File: src/rtl/alu_result_formatter_pkg.sv
// Shared definitions for the ALU result formatter: opcodes, FSM states and
// conversion lengths.
package alu_result_formatter_pkg;

    localparam logic [1:0] OP_ADD = 2'b00;
    localparam logic [1:0] OP_SUB = 2'b01;
    localparam logic [1:0] OP_MUL = 2'b10;
    localparam logic [1:0] OP_DIV = 2'b11;

    localparam logic [4:0] MUL_LEN = 5'd16;
    localparam logic [4:0] DIV_LEN = 5'd8;
    localparam logic [4:0] MUL_LAST = MUL_LEN - 5'd1;
    localparam logic [4:0] DIV_LAST = DIV_LEN - 5'd1;

    typedef enum logic [2:0] {
        S_IDLE,
        S_LOAD,
        S_CONV_A,
        S_CONV_B,
        S_DONE
    } state_t;

endpackage

File: src/rtl/alu_result_formatter_if.sv
// Request/result bundle between an ALU-side requester and the formatter.
interface alu_result_formatter_if;
    logic        start;
    logic [15:0] result;
    logic [1:0]  op;
    logic        status;
    logic [19:0] digits;
    logic [11:0] rem_digits;
    logic        neg;
    logic        ovf;
    logic        err;
    logic        busy;
    logic        done;

    modport master (
        output start, result, op, status,
        input  digits, rem_digits, neg, ovf, err, busy, done
    );

    modport slave (
        input  start, result, op, status,
        output digits, rem_digits, neg, ovf, err, busy, done
    );
endinterface

File: src/rtl/alu_result_formatter_bin2bcd_step.sv
// One double-dabble step: add-3 to every BCD digit >= 5, then shift in one bit.
module bin2bcd_step (
    input  logic [19:0] bcd_in,
    input  logic        bit_in,
    output logic [19:0] bcd_out
);
    logic [15:0] adj;
    logic [2:0]  top_adj;

    always_comb begin
        adj = bcd_in[15:0];
        for (int unsigned i = 0; i < 4; i++) begin
            if (bcd_in[4*i +: 4] >= 4'd5) begin
                adj[4*i +: 4] = bcd_in[4*i +: 4] + 4'd3;
            end
        end
        // Top digit's MSB is shifted out, so only its low 3 bits are kept.
        top_adj = (bcd_in[19:16] >= 4'd5) ? (bcd_in[18:16] + 3'd3) : bcd_in[18:16];
        bcd_out = {top_adj, adj, bit_in};
    end
endmodule

File: src/rtl/alu_result_formatter.sv
// Formats ALU results as BCD digits: direct packing for add/sub, serial
// double-dabble conversion for mul and div (quotient, then remainder).
module alu_result_formatter
    import alu_result_formatter_pkg::*;
(
    input  logic                  clk,
    input  logic                  rst,
    alu_result_formatter_if.slave bus
);
    state_t      state, state_next;
    logic [15:0] cap_result;
    logic [1:0]  cap_op;
    logic        cap_status;
    logic [15:0] sr;
    logic [19:0] acc, step_out;
    logic [11:0] quo;
    logic [4:0]  cnt;
    logic        last_a, last_b;

    logic [19:0] digits_r;
    logic [11:0] rem_r;
    logic        neg_r, ovf_r, err_r, busy_r, done_r;

    bin2bcd_step u_step (
        .bcd_in  (acc),
        .bit_in  (sr[15]),
        .bcd_out (step_out)
    );

    assign last_a = (cnt == ((cap_op == OP_MUL) ? MUL_LAST : DIV_LAST));
    assign last_b = (cnt == DIV_LAST);

    always_comb begin
        state_next = state;
        case (state)
            S_IDLE:   if (bus.start) state_next = S_LOAD;
            S_LOAD:   state_next = (cap_op == OP_MUL || (cap_op == OP_DIV && !cap_status))
                                   ? S_CONV_A : S_DONE;
            S_CONV_A: if (last_a) state_next = (cap_op == OP_DIV) ? S_CONV_B : S_DONE;
            S_CONV_B: if (last_b) state_next = S_DONE;
            S_DONE:   state_next = S_IDLE;
            default:  state_next = S_IDLE;
        endcase
    end

    always_ff @(posedge clk) begin
        if (rst) begin
            state      <= S_IDLE;
            cap_result <= '0;
            cap_op     <= '0;
            cap_status <= 1'b0;
            sr         <= '0;
            acc        <= '0;
            quo        <= '0;
            cnt        <= '0;
            digits_r   <= '0;
            rem_r      <= '0;
            neg_r      <= 1'b0;
            ovf_r      <= 1'b0;
            err_r      <= 1'b0;
            busy_r     <= 1'b0;
            done_r     <= 1'b0;
        end else begin
            state  <= state_next;
            done_r <= (state == S_DONE);
            busy_r <= (state_next == S_LOAD) || (state_next == S_CONV_A) || (state_next == S_CONV_B);
            case (state)
                S_IDLE: begin
                    if (bus.start) begin
                        cap_result <= bus.result;
                        cap_op     <= bus.op;
                        cap_status <= bus.status;
                    end
                end
                S_LOAD: begin
                    acc <= '0;
                    cnt <= '0;
                    sr  <= (cap_op == OP_MUL) ? cap_result : {cap_result[7:0], 8'h00};
                    if (state_next == S_DONE) begin
                        rem_r <= '0;
                        ovf_r <= 1'b0;
                        neg_r <= (cap_op == OP_SUB) && cap_status;
                        err_r <= (cap_op == OP_DIV);
                        case (cap_op)
                            OP_ADD:  digits_r <= {8'h00, 3'b000, cap_status, cap_result[7:0]};
                            OP_SUB:  digits_r <= {12'h000, cap_result[7:0]};
                            default: digits_r <= '0;
                        endcase
                    end
                end
                S_CONV_A: begin
                    acc <= step_out;
                    sr  <= {sr[14:0], 1'b0};
                    cnt <= cnt + 5'd1;
                    if (last_a) begin
                        if (cap_op == OP_DIV) begin
                            // Park the quotient digits and restart on the remainder.
                            quo <= step_out[11:0];
                            acc <= '0;
                            cnt <= '0;
                            sr  <= {cap_result[15:8], 8'h00};
                        end else begin
                            digits_r <= step_out;
                            rem_r    <= '0;
                            neg_r    <= 1'b0;
                            err_r    <= 1'b0;
                            ovf_r    <= (cap_result[15:8] != 8'h00);
                        end
                    end
                end
                S_CONV_B: begin
                    acc <= step_out;
                    sr  <= {sr[14:0], 1'b0};
                    cnt <= cnt + 5'd1;
                    if (last_b) begin
                        digits_r <= {8'h00, quo};
                        rem_r    <= step_out[11:0];
                        neg_r    <= 1'b0;
                        ovf_r    <= 1'b0;
                        err_r    <= 1'b0;
                    end
                end
                default: ;
            endcase
        end
    end

    assign bus.digits     = digits_r;
    assign bus.rem_digits = rem_r;
    assign bus.neg        = neg_r;
    assign bus.ovf        = ovf_r;
    assign bus.err        = err_r;
    assign bus.busy       = busy_r;
    assign bus.done       = done_r;
endmodule

File: src/flat_wrapper.sv
// flat-port wrapper written by rule: the top's interface ports become plain ports
module alu_result_formatter_flat import alu_result_formatter_pkg::*;
  (clk, rst, bus_start, bus_result, bus_op, bus_status, bus_digits, bus_rem_digits, bus_neg, bus_ovf, bus_err, bus_busy, bus_done);
  alu_result_formatter_if bus_i ();
  input  logic clk;
  input  logic rst;
  input wire logic [$bits(bus_i.start)-1:0] bus_start;
  input wire logic [$bits(bus_i.result)-1:0] bus_result;
  input wire logic [$bits(bus_i.op)-1:0] bus_op;
  input wire logic [$bits(bus_i.status)-1:0] bus_status;
  output wire logic [$bits(bus_i.digits)-1:0] bus_digits;
  output wire logic [$bits(bus_i.rem_digits)-1:0] bus_rem_digits;
  output wire logic [$bits(bus_i.neg)-1:0] bus_neg;
  output wire logic [$bits(bus_i.ovf)-1:0] bus_ovf;
  output wire logic [$bits(bus_i.err)-1:0] bus_err;
  output wire logic [$bits(bus_i.busy)-1:0] bus_busy;
  output wire logic [$bits(bus_i.done)-1:0] bus_done;
  assign bus_i.start = bus_start;
  assign bus_i.result = bus_result;
  assign bus_i.op = bus_op;
  assign bus_i.status = bus_status;
  assign bus_digits = bus_i.digits;
  assign bus_rem_digits = bus_i.rem_digits;
  assign bus_neg = bus_i.neg;
  assign bus_ovf = bus_i.ovf;
  assign bus_err = bus_i.err;
  assign bus_busy = bus_i.busy;
  assign bus_done = bus_i.done;
  alu_result_formatter u_core (.clk(clk), .rst(rst), .bus(bus_i));
endmodule
File: config.mk
export PLATFORM = sky130hd
export DESIGN_NAME = alu_result_formatter_flat
export DESIGN_NICKNAME = d
export VERILOG_FILES = /design/src/rtl/alu_result_formatter_pkg.sv /design/src/rtl/alu_result_formatter_if.sv /design/src/rtl/alu_result_formatter_bin2bcd_step.sv /design/src/rtl/alu_result_formatter.sv /design/src/flat_wrapper.sv
export SDC_FILE = /design/constraint.sdc
export NUM_CORES = 1
export LEC_CHECK = 0
export BUFFER_PORTS_ARGS = -buffer_cell sky130_fd_sc_hd__buf_2
export CAP_MARGIN = 20
export CORE_MARGIN = 4
export CORE_UTILIZATION = 35
export CTS_BUF_LIST = sky130_fd_sc_hd__clkbuf_4 sky130_fd_sc_hd__clkbuf_8 sky130_fd_sc_hd__clkbuf_16
export DETAILED_ROUTE_END_ITERATION = 16
export PLACE_DENSITY_LB_ADDON = 0.08
export SYNTH_ARGS = -nofsm -noshare
export SYNTH_HDL_FRONTEND = slang
export SYNTH_SLANG_ARGS = --single-unit
export TNS_END_PERCENT = 20
File: constraint.sdc
create_clock -name clk -period 2.7 [get_ports clk]
set_clock_uncertainty 0.1 [all_clocks]
set_input_delay 0.54 -clock clk [delete_from_list [all_inputs] [get_ports clk]]
set_output_delay 0.54 -clock clk [all_outputs]
set_load 0.005 [all_outputs]
# Yosys cells after proc, flatten, opt, wreduce, memory -nomap -nowiden
# Cells that the tools add are included.
# totals
output_inout_bits,37
reg_bits,112
in_bits,22
word_cells,100
# op_classes
mux,44
n_reduce_logical,13
addsub,6
n_lt_le_gt_ge,5
eq_ne,17
# ops
op,n
$mux W20,6
$pmux W20 S3,2
$mux W12,4
$mux W16,3
$pmux W16 S3,1
$pmux W12 S3,1
$ge A4 B3 Y1 const B,5
$mux W4,5
$mux W3,6
$pmux W9 S2,1
$add A4 B2 Y4 const B,4
$pmux W5 S3,1
$eq A3 B2 Y1 const B,4
$pmux W3 S4,1
$mux W5,2
$pmux W1 S3,3
$mux W1,8
$reduce_bool A8 Y1,1
$eq A3 B1 Y1 const B,2
$eq A3 B3 Y1 const B,2
$ne A2 B1 Y1 const B,3
$add A5 B1 Y5 const B,1
$eq A5 B3 Y1 const B,1
$eq A5 B5 Y1,1
other kinds (13),17

# Depth between registers and ports, before layout
# Gate-level depths: netlist of the first run.
# depth
depth_word,8
mapped_depth,8
mapped_depth_nobuf,7

# Cells and area by module
# From an unflattened synthesis of the first run, not the netlist that was laid out.
# hier_totals
hier_cells,606
hier_area_um2,5388.9
# modules_own_cells
mod,cells_per_inst,n_inst,seq_area_each_um2,area_each_um2
alu_result_formatter,529,1,2242.2,4894.7
bin2bcd_step,77,1,0.0,494.2

# Least setup slack after synthesis of the first run
# Ideal clock, no wire load.
# synth_path
kind,register -> register
from,reg u_core.cnt[0]
to,reg u_core.sr[1]
setup_ns,0.132
period_less_slack_ns,1.865
t_required_ns,2.468
path_buffers,0
t_arrival_ns,1.633
stages_incl_launch_ff,7
slack_ns,0.835
path_cell_list,dfxtp_1 -> ha_1 -> nand4bb_4 -> nor3_4 -> nor2_2 -> a221oi_1 -> nor3_1
# synth_via
elab_chain_cells,3
# synth_lines
item,line_no,rtl
from (decl),alu_result_formatter.sv:17,logic [4:0] cnt;
from (signal assigned),alu_result_formatter.sv:94,cnt <= cnt + 5'd1;
from (signal assigned),alu_result_formatter.sv:114,cnt <= cnt + 5'd1;
$eq A5 B5 Y1,alu_result_formatter.sv:30,assign last_a = (cnt == ((cap_op == OP_MUL) ? MUL_LAST : DIV_LAST));
$mux W16,alu_result_formatter.sv:95,if (last_a) begin
$pmux W16 S3,alu_result_formatter.sv:67,case (state)
to (signal assigned),alu_result_formatter.sv:78,"sr <= (cap_op == OP_MUL) ? cap_result : {cap_result[7:0], 8'h00};"
to (signal assigned),alu_result_formatter.sv:93,"sr <= {sr[14:0], 1'b0};"
to (signal assigned),alu_result_formatter.sv:101,"sr <= {cap_result[15:8], 8'h00};"
to (decl),alu_result_formatter.sv:14,logic [15:0] sr;
# No other way between the ends.
# A chain may end at the register's enable or synchronous reset.

# Worst setup path after layout of the first run
# layout_path
from,reg u_core.cnt[0]
to,"reg u_core.rem_r[7], in the netlist u_core.bus.rem_digits[7]"
# layout_via
elab_chain_cells,6
elab_cells_between_ends,10
cone_classes,6 x eq/ne; 3 x mux; 1 x reduce/logical
# layout_lines
item,line_no,rtl
$eq A5 B3 Y1 / $eq A5 B5 Y1 (equally long branches),"alu_result_formatter.sv:31, alu_result_formatter.sv:30",
$mux W3 (on tied branches),"alu_result_formatter.sv:40, alu_result_formatter.sv:39",
$pmux W3 S4,alu_result_formatter.sv:35,case (state)
$eq A3 B3 Y1,alu_result_formatter.sv:79,if (state_next == S_DONE) begin
$ne A2 B1 Y1 (no source line),n/a,
$reduce_and A5 Y1 (no source line) *,n/a,
to (signal assigned),alu_result_formatter.sv:117,rem_r <= step_out[11:0];
to (decl),alu_result_formatter.sv:21,logic [11:0] rem_r;
# Every way passes the cells marked *; elsewhere a longest branch is shown, timed or not.

==> results of run 1 <==
## worst min-delay path, cell delays in order
cell and delay (ps):
buf_2 100, nand2_1 40, a21oi_1 50
## power groups by stage
stage	registers [mW]	clock network [mW]	logic [mW]
4_1_cts	1.79	1.40	0.470
3_3_place_gp	1.83	0	0.460
3_5_place_dp	1.83	0	0.468
5_1_grt	1.80	1.46	0.524
2_1_floorplan	1.81	0	0.343
6_report	1.80	1.37	0.464
## area by class of cell
class / instances / share of cell area
Tap cell: 184 / 0.0390
Sequential cell: 112 / 0.379
Timing Repair Buffer: 79 / 0.0779
Multi-Input combinational cell: 421 / 0.445
Inverter: 13 / 0.00826
Clock buffer: 12 / 0.0430
Clock inverter: 3 / 0.00720
## sequential cells by signal, indices dropped and copies added (netlist names), 2 cells and up
register and cells:
u_core.sr 16, u_core.cnt 5, u_core.acc 20, u_core.state 3
u_core.cap_result 16, u_core.cap_op 2, u_core.quo 12, u_core.bus.rem_digits 12
u_core.bus.digits 20
## placed cells by master, fill, tap and decap left out, types with 2 or more instances in the layout
cell and count:
xor2_1 3, nand3_1 24, a31o_1 2, a22oi_1 2
inv_1 12, nor3b_1 12, nor2_1 53, dfxtp_1 112
o311a_1 2, nor4_1 3, nand4_1 4, a31oi_1 3
o22ai_1 3, nor2b_1 2, ha_1 11, nor3_1 15
o31ai_1 9, a21oi_1 55, and3_1 3, a211oi_2 5
nand2b_1 6, buf_2 58, nand3b_1 17, o21bai_1 8
xnor2_1 6, clkbuf_16 9, nand2_1 82, o21ai_0 7
a211oi_1 14, or3_1 3, a221oi_1 17, nor2_2 3
buf_4 20, mux2i_1 30, clkbuf_4 2
## final timing paths
kind | startpoint | to | slack [ps] | depth (start not counted)
setup reg to reg | u_core.cnt[0] | u_core.bus.rem_digits[7] | 360 | 7
hold / removal | bus_result[14] | u_core.cap_result[14] | 320 | 3
setup / recovery | u_core.cnt[0] | u_core.bus.rem_digits[7] | 360 | 7
hold reg to reg | u_core.bus.digits[18] | u_core.bus.digits[18] | 350 | 2
## layer usage
| layer | routed length [um] | part of all wire | vias up | GRT usage |
|---|---|---|---|---|
| li1 | - | - | 2185 | - |
| met1 | 6650 | 0.48 | 2084 | 0.222 |
| met2 | 6240 | 0.46 | 91 | 0.269 |
| met3 | 607 | 0.044 | 17 | 0.0478 |
| met4 | 214 | 0.016 | 0 | 0.0451 |
| met5 | 0 | 0 | - | 0 |
## cells by family (layout without fill, tap and decap cells)
logic type | Yosys count | in the layout | synth area share
XOR/XNOR | 9 | 9 | 0.0153
adder cells (fa/ha/maj) | 11 | 11 | 0.0268
buffers and inverters | 54 | 107 | 0.0540
AND/OR/NAND/NOR | 237 | 237 | 0.231
multiplexers | 31 | 31 | 0.0606
AO/OA/AOI/OAI | 133 | 133 | 0.176
flip-flops | 112 | 112 | 0.436
==> run metrics, run 1 <==
status=finished clean; most frequent cells after synthesis=dfxtp_1 (112), nand2_1 (82), a21oi_1 (55); Finished Layout Cells=824; CTS root buf=clkbuf_16; Net Sw Frac=0.266; Sink Count=112; share of cells above drive strength 1=0.178; max incr delay on CP=520 ps; Die ar.=16700 um^2; Synth Instances=587; largest net degree at the start of global routing=46; leak pwr=2.27 nW; post-layout min period=2340 ps; WL/cell=16.6 um; Max Cap Viol=0; CTS clock-pin slew for the worst setup and hold paths=70 ps; Slew Limit Fails=0; Antenna Cells=0; placed inst area=5610 um^2; # rows=44; final core utilization=0.408; vias in the first global route=4107; vias per inst=5.31; Async SR Flop Fraction=0; clk_lat worst skew=360 ps; Clk pwr share=0.377; number of synthesized register bits=112; Hold Vio Cnt, Final=0; cell family with most CP delay=compound AO/OA/AOI/OAI gates; clock buffer depth=2; NumNets Final=669; critical path data required time=2860 ps; syn_area_per_cell=8.76 um^2; combinational power share=0.128; Max VDD drop=0.000372 V; Arr. time, crit path=2500 ps; share of the synthesized area in the top cell type=0.436; grt ovf=0; final hold slack=321 ps; synthesized cell area=5140 um^2; Final Cycle Share=0.866; top-count cell post-synth=dfxtp_1; Core ar.=14500 um^2; Final WS setup=363 ps; CP Launch Type=register; Starting DRT DRC Count=228; Synth-to-Final Area Change=14.9%; routability cong.=0.805; syn_nets=620; Crit Path Max Fanout=28; cts repair resizes=0; CTS tree=built; number of port buffers=58; worst slack at placement=389 ps; via count=4377; sequential cell area=2240 um^2; synth warn=0; DR pass1 iterations=5; Post-synth top flop=dfxtp_1; sequential share of power=0.495; hpwl dp=9.57 mm; hold buffer count at CTS=0; critical path, cell by cell=ha_1 > and4bb_2 > o211ai_2 > a31o_1 > buf_4 > nand3b_1 > o31ai_1; placed insts=809; Starting Density=0.355; max_slew headroom=0.479; Multi-input gate area=2630 um^2; Detail Route Antenna Nets=0; NetSw=965 uW; fill count=1500; first-pass GRT wire length=22.0 mm; Post-CTS Setup Bufs=0; post-synth top area cell=dfxtp_1; Int Pwr=2.66 mW; Max Clk Rate=428 MHz; Hold Crit Class=in -> reg; Finish-stage setup viols=0; Post-synth EDFFs=0; PD cells=614 nW/um^2; die height=129 um; type of destination of the critical path=register; Final Instance Area=5910 um^2; register area share after synthesis=0.436; Worst Path Buf+Inv=1; Pwr Total=3.63 mW; IO Count=59; die width=129 um; Cell variety after synth=53; Inserted Clock Buffers=9; H-Tree Depth=3; Worst Tran Pin Value=779 ps; RSZ-0062 raised after global routing=false; GRT Util Overall=0.168; CP Class=reg -> reg; drt total wl=13.7 mm; synth top area cells=dfxtp_1 (44%), nand2_1 (6.0%), mux2i_1 (5.8%), a21oi_1 (5.4%), nor2_1 (3.9%); # DRC=0; setup TNS=0 ps; CP max-delay cell=a31o_1; initial antenna violation count=0
Power figures use the tool's default switching activity.
==> run 2, diff against run 1 <==
--- a/config.mk
+++ b/config.mk
@@ -8,7 +8,7 @@
 export BUFFER_PORTS_ARGS = -buffer_cell sky130_fd_sc_hd__buf_2
 export CAP_MARGIN = 20
 export CORE_MARGIN = 4
-export CORE_UTILIZATION = 35
+export CORE_UTILIZATION = 40
 export CTS_BUF_LIST = sky130_fd_sc_hd__clkbuf_4 sky130_fd_sc_hd__clkbuf_8 sky130_fd_sc_hd__clkbuf_16
 export DETAILED_ROUTE_END_ITERATION = 16
 export PLACE_DENSITY_LB_ADDON = 0.08
==> run 2 against run 1 <==
Final cell count decreased by 1.5%. First-iteration DRC count down 13%. Routed wire length shrank 4.2%. Setup slack improved by 5.3 ps. Non-clock buffer count down 1. Sequential share of layout area barely moved. Final area is essentially flat. Die area is 12% lower. Utilization grew 6.0 points. Critical path depth did not move. Via count fell by 0.41%. Fmax up 0.23%. Critical path type unchanged.
==> run metrics, run 2 (synthesis gave the netlist of run 1 again) <==
commonest non-fill, non-tap cell in the layout=dfxtp_1; critical path data required time=2880 ps (+20 ps); fill count=1280 (-15%); type of destination of the critical path=register; Max Clk Rate=429 MHz (+0.23%); WL/cell=16.2 um (-2.8%); CP Launch Type=register; Final Cycle Share=0.864 (-0.00195); Post-CTS Setup Bufs=0 (unchanged); hpwl dp=9.09 mm (-5.0%); Synth-to-Final Area Change=15.0% (about the same); PD cells=624 nW/um^2 (+1.6%); Die ar.=14700 um^2 (-12%); IO Count=59 (unchanged); NumNets Final=668 (-0.15%); Starting Density=0.407 (+0.0523); Worst Tran Pin Value=759 ps (-19.8 ps); most frequent cells in the layout=dfxtp_1 (112), nand2_1 (82), buf_2 (58); die height=121 um (-6.1%); Detail Route Antenna Nets=0 (unchanged); Crit Path Max Fanout=26 (-7.1%); CP Class=reg -> reg; Arr. time, crit path=2520 ps (+20 ps); vias in the first global route=4242 (+3.3%); Finish-stage setup viols=0 (unchanged); Hold Crit Class=in -> reg; Hold Vio Cnt, Final=0 (unchanged); Worst Reg2Reg Path Length in Cells=7 (unchanged); setup TNS=0 ps (unchanged); Core ar.=12600 um^2 (-13%); status=finished clean; Metal-1 WL=6.16 mm (-7.3%); CTS clock-pin slew for the worst setup and hold paths=70 ps (about the same); via count=4359 (-0.41%); Net Sw Frac=0.259 (-0.00639); sequential share of power=0.487 (-0.008); Inserted Clock Buffers=9 (unchanged); clock buffer depth=2 (unchanged); # DRC=0 (unchanged); share of cells above drive strength 1=0.178 (unchanged); clk_lat worst skew=350 ps (about the same); NetSw=957 uW (-0.79%); Sink Count=112 (unchanged); Slew Limit Fails=0 (unchanged); # rows=41 (-6.8%); max_slew headroom=0.492 (+0.0132); met3 routed WL=515 um (-15%); leak pwr=2.29 nW (+0.56%); Max Cap Viol=0 (unchanged); cts repair resizes=0 (unchanged); Int Pwr=2.73 mW (+2.5%); die width=121 um (-6.1%); CTS tree=built; GRT Util Overall=0.186 (+0.0181); number of port buffers=58 (unchanged); H-Tree Depth=3 (unchanged); drt total wl=13.1 mm (-4.2%); routability cong.=0.794 (-1.3%); post-layout min period=2330 ps (-5.25 ps); RSZ-0062 raised after global routing=false; hold buffer count at CTS=0 (unchanged); initial antenna violation count=0 (unchanged); hold depth=3 (unchanged); highest routed layer=met4; final hold slack=318 ps (-3.35 ps); combinational power share=0.123 (-0.005); Clk pwr share=0.390 (+0.013); Max VDD drop=0.000331 V (-11%); CTS root buf=clkbuf_16; DR pass1 iterations=4 (-1); met2 wire len=6.23 mm (-0.24%); first-pass GRT wire length=21.7 mm (-1.4%); largest net degree at the start of global routing=47 (+2.2%); Antenna Cells=0 (unchanged); grt ovf=0 (unchanged); Starting DRT DRC Count=199 (-13%); vias per inst=5.37 (+1.1%)
-- run 2: cell count changes in the layout (fill, tap and decap cells not counted), sizes merged --
cell and change:
buf -1, clkbuf +2, clkinvlp -1
-- run 2: critical path, cell delays in order (launching register included) --
cell and delay (ps):
dfxtp_1 340, ha_1 270, and4bb_2 260, o211ai_2 100, a31o_1 570, buf_4 390, nand2_1 100, a21oi_1 120
-- run 2: through the flow --
stage	util	instance area, um^2	std cells	worst slack (ps)	total power [mW]
2_1_floorplan	-	5140	587	835	2.15
3_3_place_gp	0.443	5590	796	409	2.28
3_5_place_dp	0.443	5590	796	357	2.29
4_1_cts	0.469	5910	812	323	3.74
5_1_grt	0.469	5910	812	157	3.86
6_report	0.469	5910	812	368	3.69
-- run 2: cell type report --
type / instances / area (um^2) / share of cell area
well taps: 172 / 215 / 0.0364
clock inverters: 2 / 35.0 / 0.00592
flip-flops and latches: 112 / 2240 / 0.379
inverters: 13 / 48.8 / 0.00825
repair buffers: 78 / 453 / 0.0766
clock buffers: 14 / 288 / 0.0487
multi-input cells: 421 / 2630 / 0.445
-- run 2: power groups by stage --
stage          clock (mW)  sequential, mW  combinational, mW
2_1_floorplan           0            1.81              0.343
3_3_place_gp            0            1.83              0.450
3_5_place_dp            0            1.83              0.457
4_1_cts              1.48            1.79              0.459
5_1_grt              1.54            1.80              0.515
6_report             1.44            1.79              0.455
-- run 2: metal layers --
metal  vias up  GRT usage
li1       2186          -
met1      2067      0.247
met2        89      0.300
met3        17     0.0284
met4         0     0.0777
met5         -          0
-- run 2: final timing paths --
path	from	slack [ps]	endpoint
max	u_core.cnt[0]	370	u_core.bus.digits[14]
min	bus_result[7]	320	u_core.cap_result[7]
max reg2reg	u_core.cnt[0]	370	u_core.bus.digits[14]
min reg2reg	u_core.bus.err	350	u_core.bus.err
==> run 3, diff against run 2 <==
--- a/config.mk
+++ b/config.mk
@@ -8,7 +8,7 @@
 export BUFFER_PORTS_ARGS = -buffer_cell sky130_fd_sc_hd__buf_2
 export CAP_MARGIN = 20
 export CORE_MARGIN = 4
-export CORE_UTILIZATION = 40
+export CORE_UTILIZATION = 58
 export CTS_BUF_LIST = sky130_fd_sc_hd__clkbuf_4 sky130_fd_sc_hd__clkbuf_8 sky130_fd_sc_hd__clkbuf_16
 export DETAILED_ROUTE_END_ITERATION = 16
 export PLACE_DENSITY_LB_ADDON = 0.08
==> run 3 against run 2 <==
Utilization increased by 18 points. Clock power shrank 33%. Count of clock-buffer cells in the layout fell by 2. Die area shrank 29%. Fmax grew 4.9%. Combinational power shrank 2%. Setup slack improved by 110 ps. Global-route usage is 5.1 points higher. Worst hold slack lost 31 ps. Sequential share of layout area is 1.7 points higher. Largest cell class unchanged.
==> run metrics, run 3 (synthesis gave the netlist of run 1 again) <==
status=finished clean; commonest non-fill, non-tap cell in the layout=dfxtp_1; Detail Route Antenna Nets=0 (unchanged); DR pass1 iterations=6 (+2); Synth-to-Final Area Change=10.0%; IO Count=59 (unchanged); PD cells=568 nW/um^2 (-8.9%); setup TNS=0 ps (unchanged); cts repair resizes=0 (unchanged); Finished Layout Cells=741 (-8.7%); leak pwr=2.19 nW (-4.3%); WL/cell=16.1 um (-0.65%); Hold Vio Cnt, Final=0 (unchanged); clk_lat worst skew=380 ps (+30 ps); Final Cycle Share=0.823 (-0.0407); CP max-delay cell=dfxtp_1; H-Tree Depth=3 (unchanged); RSZ-0062 raised after global routing=false; Antenna Cells=0 (unchanged); routability cong.=0.854 (+7.5%); cell family with most CP delay=compound AO/OA/AOI/OAI gates; Hold Crit Class=in -> reg; Crit Path Max Fanout=32 (+23%); vias per inst=5.86 (+9.2%); Post-CTS Setup Bufs=0 (unchanged); CTS tree=built; Core ar.=8680 um^2 (-31%); Die ar.=10400 um^2 (-29%); Final WS setup=478 ps (+110 ps); Worst Tran Pin Value=838 ps (+79.1 ps); most frequent cells in the layout=dfxtp_1 (112), nand2_1 (82), buf_2 (58); GRT Util Overall=0.237 (+0.0510); Max Cap Viol=0 (unchanged); # rows=34 (-17%); CP Launch Type=register; Starting Density=0.593 (+0.185); critical path, cell by cell=ha_1 > and4bb_2 > o211ai_2 > a31o_1 > buf_4 > a211oi_1 > nor3_1; hpwl dp=8.23 mm (-9.5%); first-pass GRT wire length=19.8 mm (-8.8%); Inserted Clock Buffers=9 (unchanged); drt total wl=11.9 mm (-9.3%); share of cells above drive strength 1=0.169 (-0.00909); CTS root buf=clkbuf_8; placed insts=725 (-8.9%); number of port buffers=58 (unchanged); grt ovf=0 (unchanged); Sink Count=112 (unchanged); type of destination of the critical path=register; Worst Path Buf+Inv=1 (unchanged); post-layout min period=2220 ps (-110 ps); via count=4345 (-0.32%); hold buffer count at CTS=0 (unchanged); max incr delay on CP=390 ps (-180 ps); Finish-stage setup viols=0 (unchanged); clock buffer depth=2 (unchanged); largest net degree at the start of global routing=54 (+15%); Arr. time, crit path=2390 ps (-130 ps); critical path data required time=2870 ps (about the same); vias in the first global route=4021 (-5.2%); # DRC=0 (unchanged); max_slew headroom=0.437 (-0.0551); Slew Limit Fails=0 (unchanged); die width=102 um (-16%); Max Clk Rate=450 MHz (+4.9%); NumNets Final=661 (-1.0%); initial antenna violation count=0 (unchanged); worst slack at placement=517 ps (+160 ps); die height=102 um (-16%); CTS clock-pin slew for the worst setup and hold paths=110 ps (+40 ps); Max VDD drop=0.000288 V (-13%); CP Class=reg -> reg; Starting DRT DRC Count=213 (+7.0%)
[run 3: changes by cell type in the layout (fill, tap and decap cells not counted)]
cell and change:
clkbuf_16 -9, buf_4 -8, clkbuf_8 +6, buf_12 +1, bufinv_16 -1, clkbuf_4 +1, clkinv_2 -1, clkinv_4 +1
clkinvlp_4 +1, inv_6 +1, inv_8 +1
[run 3: power by group]
part | internal (mW) | switching [mW]
clock network | 0.395 | 0.576
registers | 1.73 | 0.0722
logic | 0.174 | 0.272
total | 2.29 | 0.920
[run 3: worst register-to-register path, cell delays in order, from the launching register on]
cell	delay, ps
dfxtp_1	390
ha_1	270
and4bb_2	280
o211ai_2	120
a31o_1	360
buf_4	280
a211oi_1	250
nor3_1	80
[run 3: final cells by class]
type                    instances  area [um^2]
repair buffers                 71          413
clock inverters                 4         36.3
flip-flops and latches        112         2240
well taps                     108          135
fillers                       759         3020
multi-input cells             421         2630
inverters                      13         48.8
clock buffers                  12          153
[run 3: metal layers]
| layer | global-route usage | share of wire | vias to the layer above |
|---|---|---|---|
| met4 | 0.0666 | 0.012 | 0 |
| met3 | 0.0321 | 0.044 | 13 |
| met2 | 0.389 | 0.48 | 115 |
| met1 | 0.327 | 0.46 | 2050 |
| met5 | 0 | 0 | - |
| li1 | - | - | 2167 |
[run 3: per-stage QoR]
stage	hold slack, ps	util	power [mW]	instance area (um^2)
after floorplan	332	-	2.15	5140
after global placement	339	0.630	2.27	5470
after detailed placement	350	0.630	2.28	5470
after CTS	280	0.652	3.23	5660
after global routing	281	0.652	3.36	5660
final	287	0.652	3.21	5660
[run 3: worst paths after layout]
path / slack [ps] / endpoint / depth (start not counted) / startpoint
worst max-delay path: 480 / u_core.bus.digits[5] / 7 / u_core.cnt[0]
worst min-delay path: 290 / u_core.cap_result[11] / 3 / bus_result[11]
worst max register to register: 480 / u_core.bus.digits[5] / 7 / u_core.cnt[0]
worst min register to register: 360 / u_core.bus.neg / 2 / u_core.bus.neg
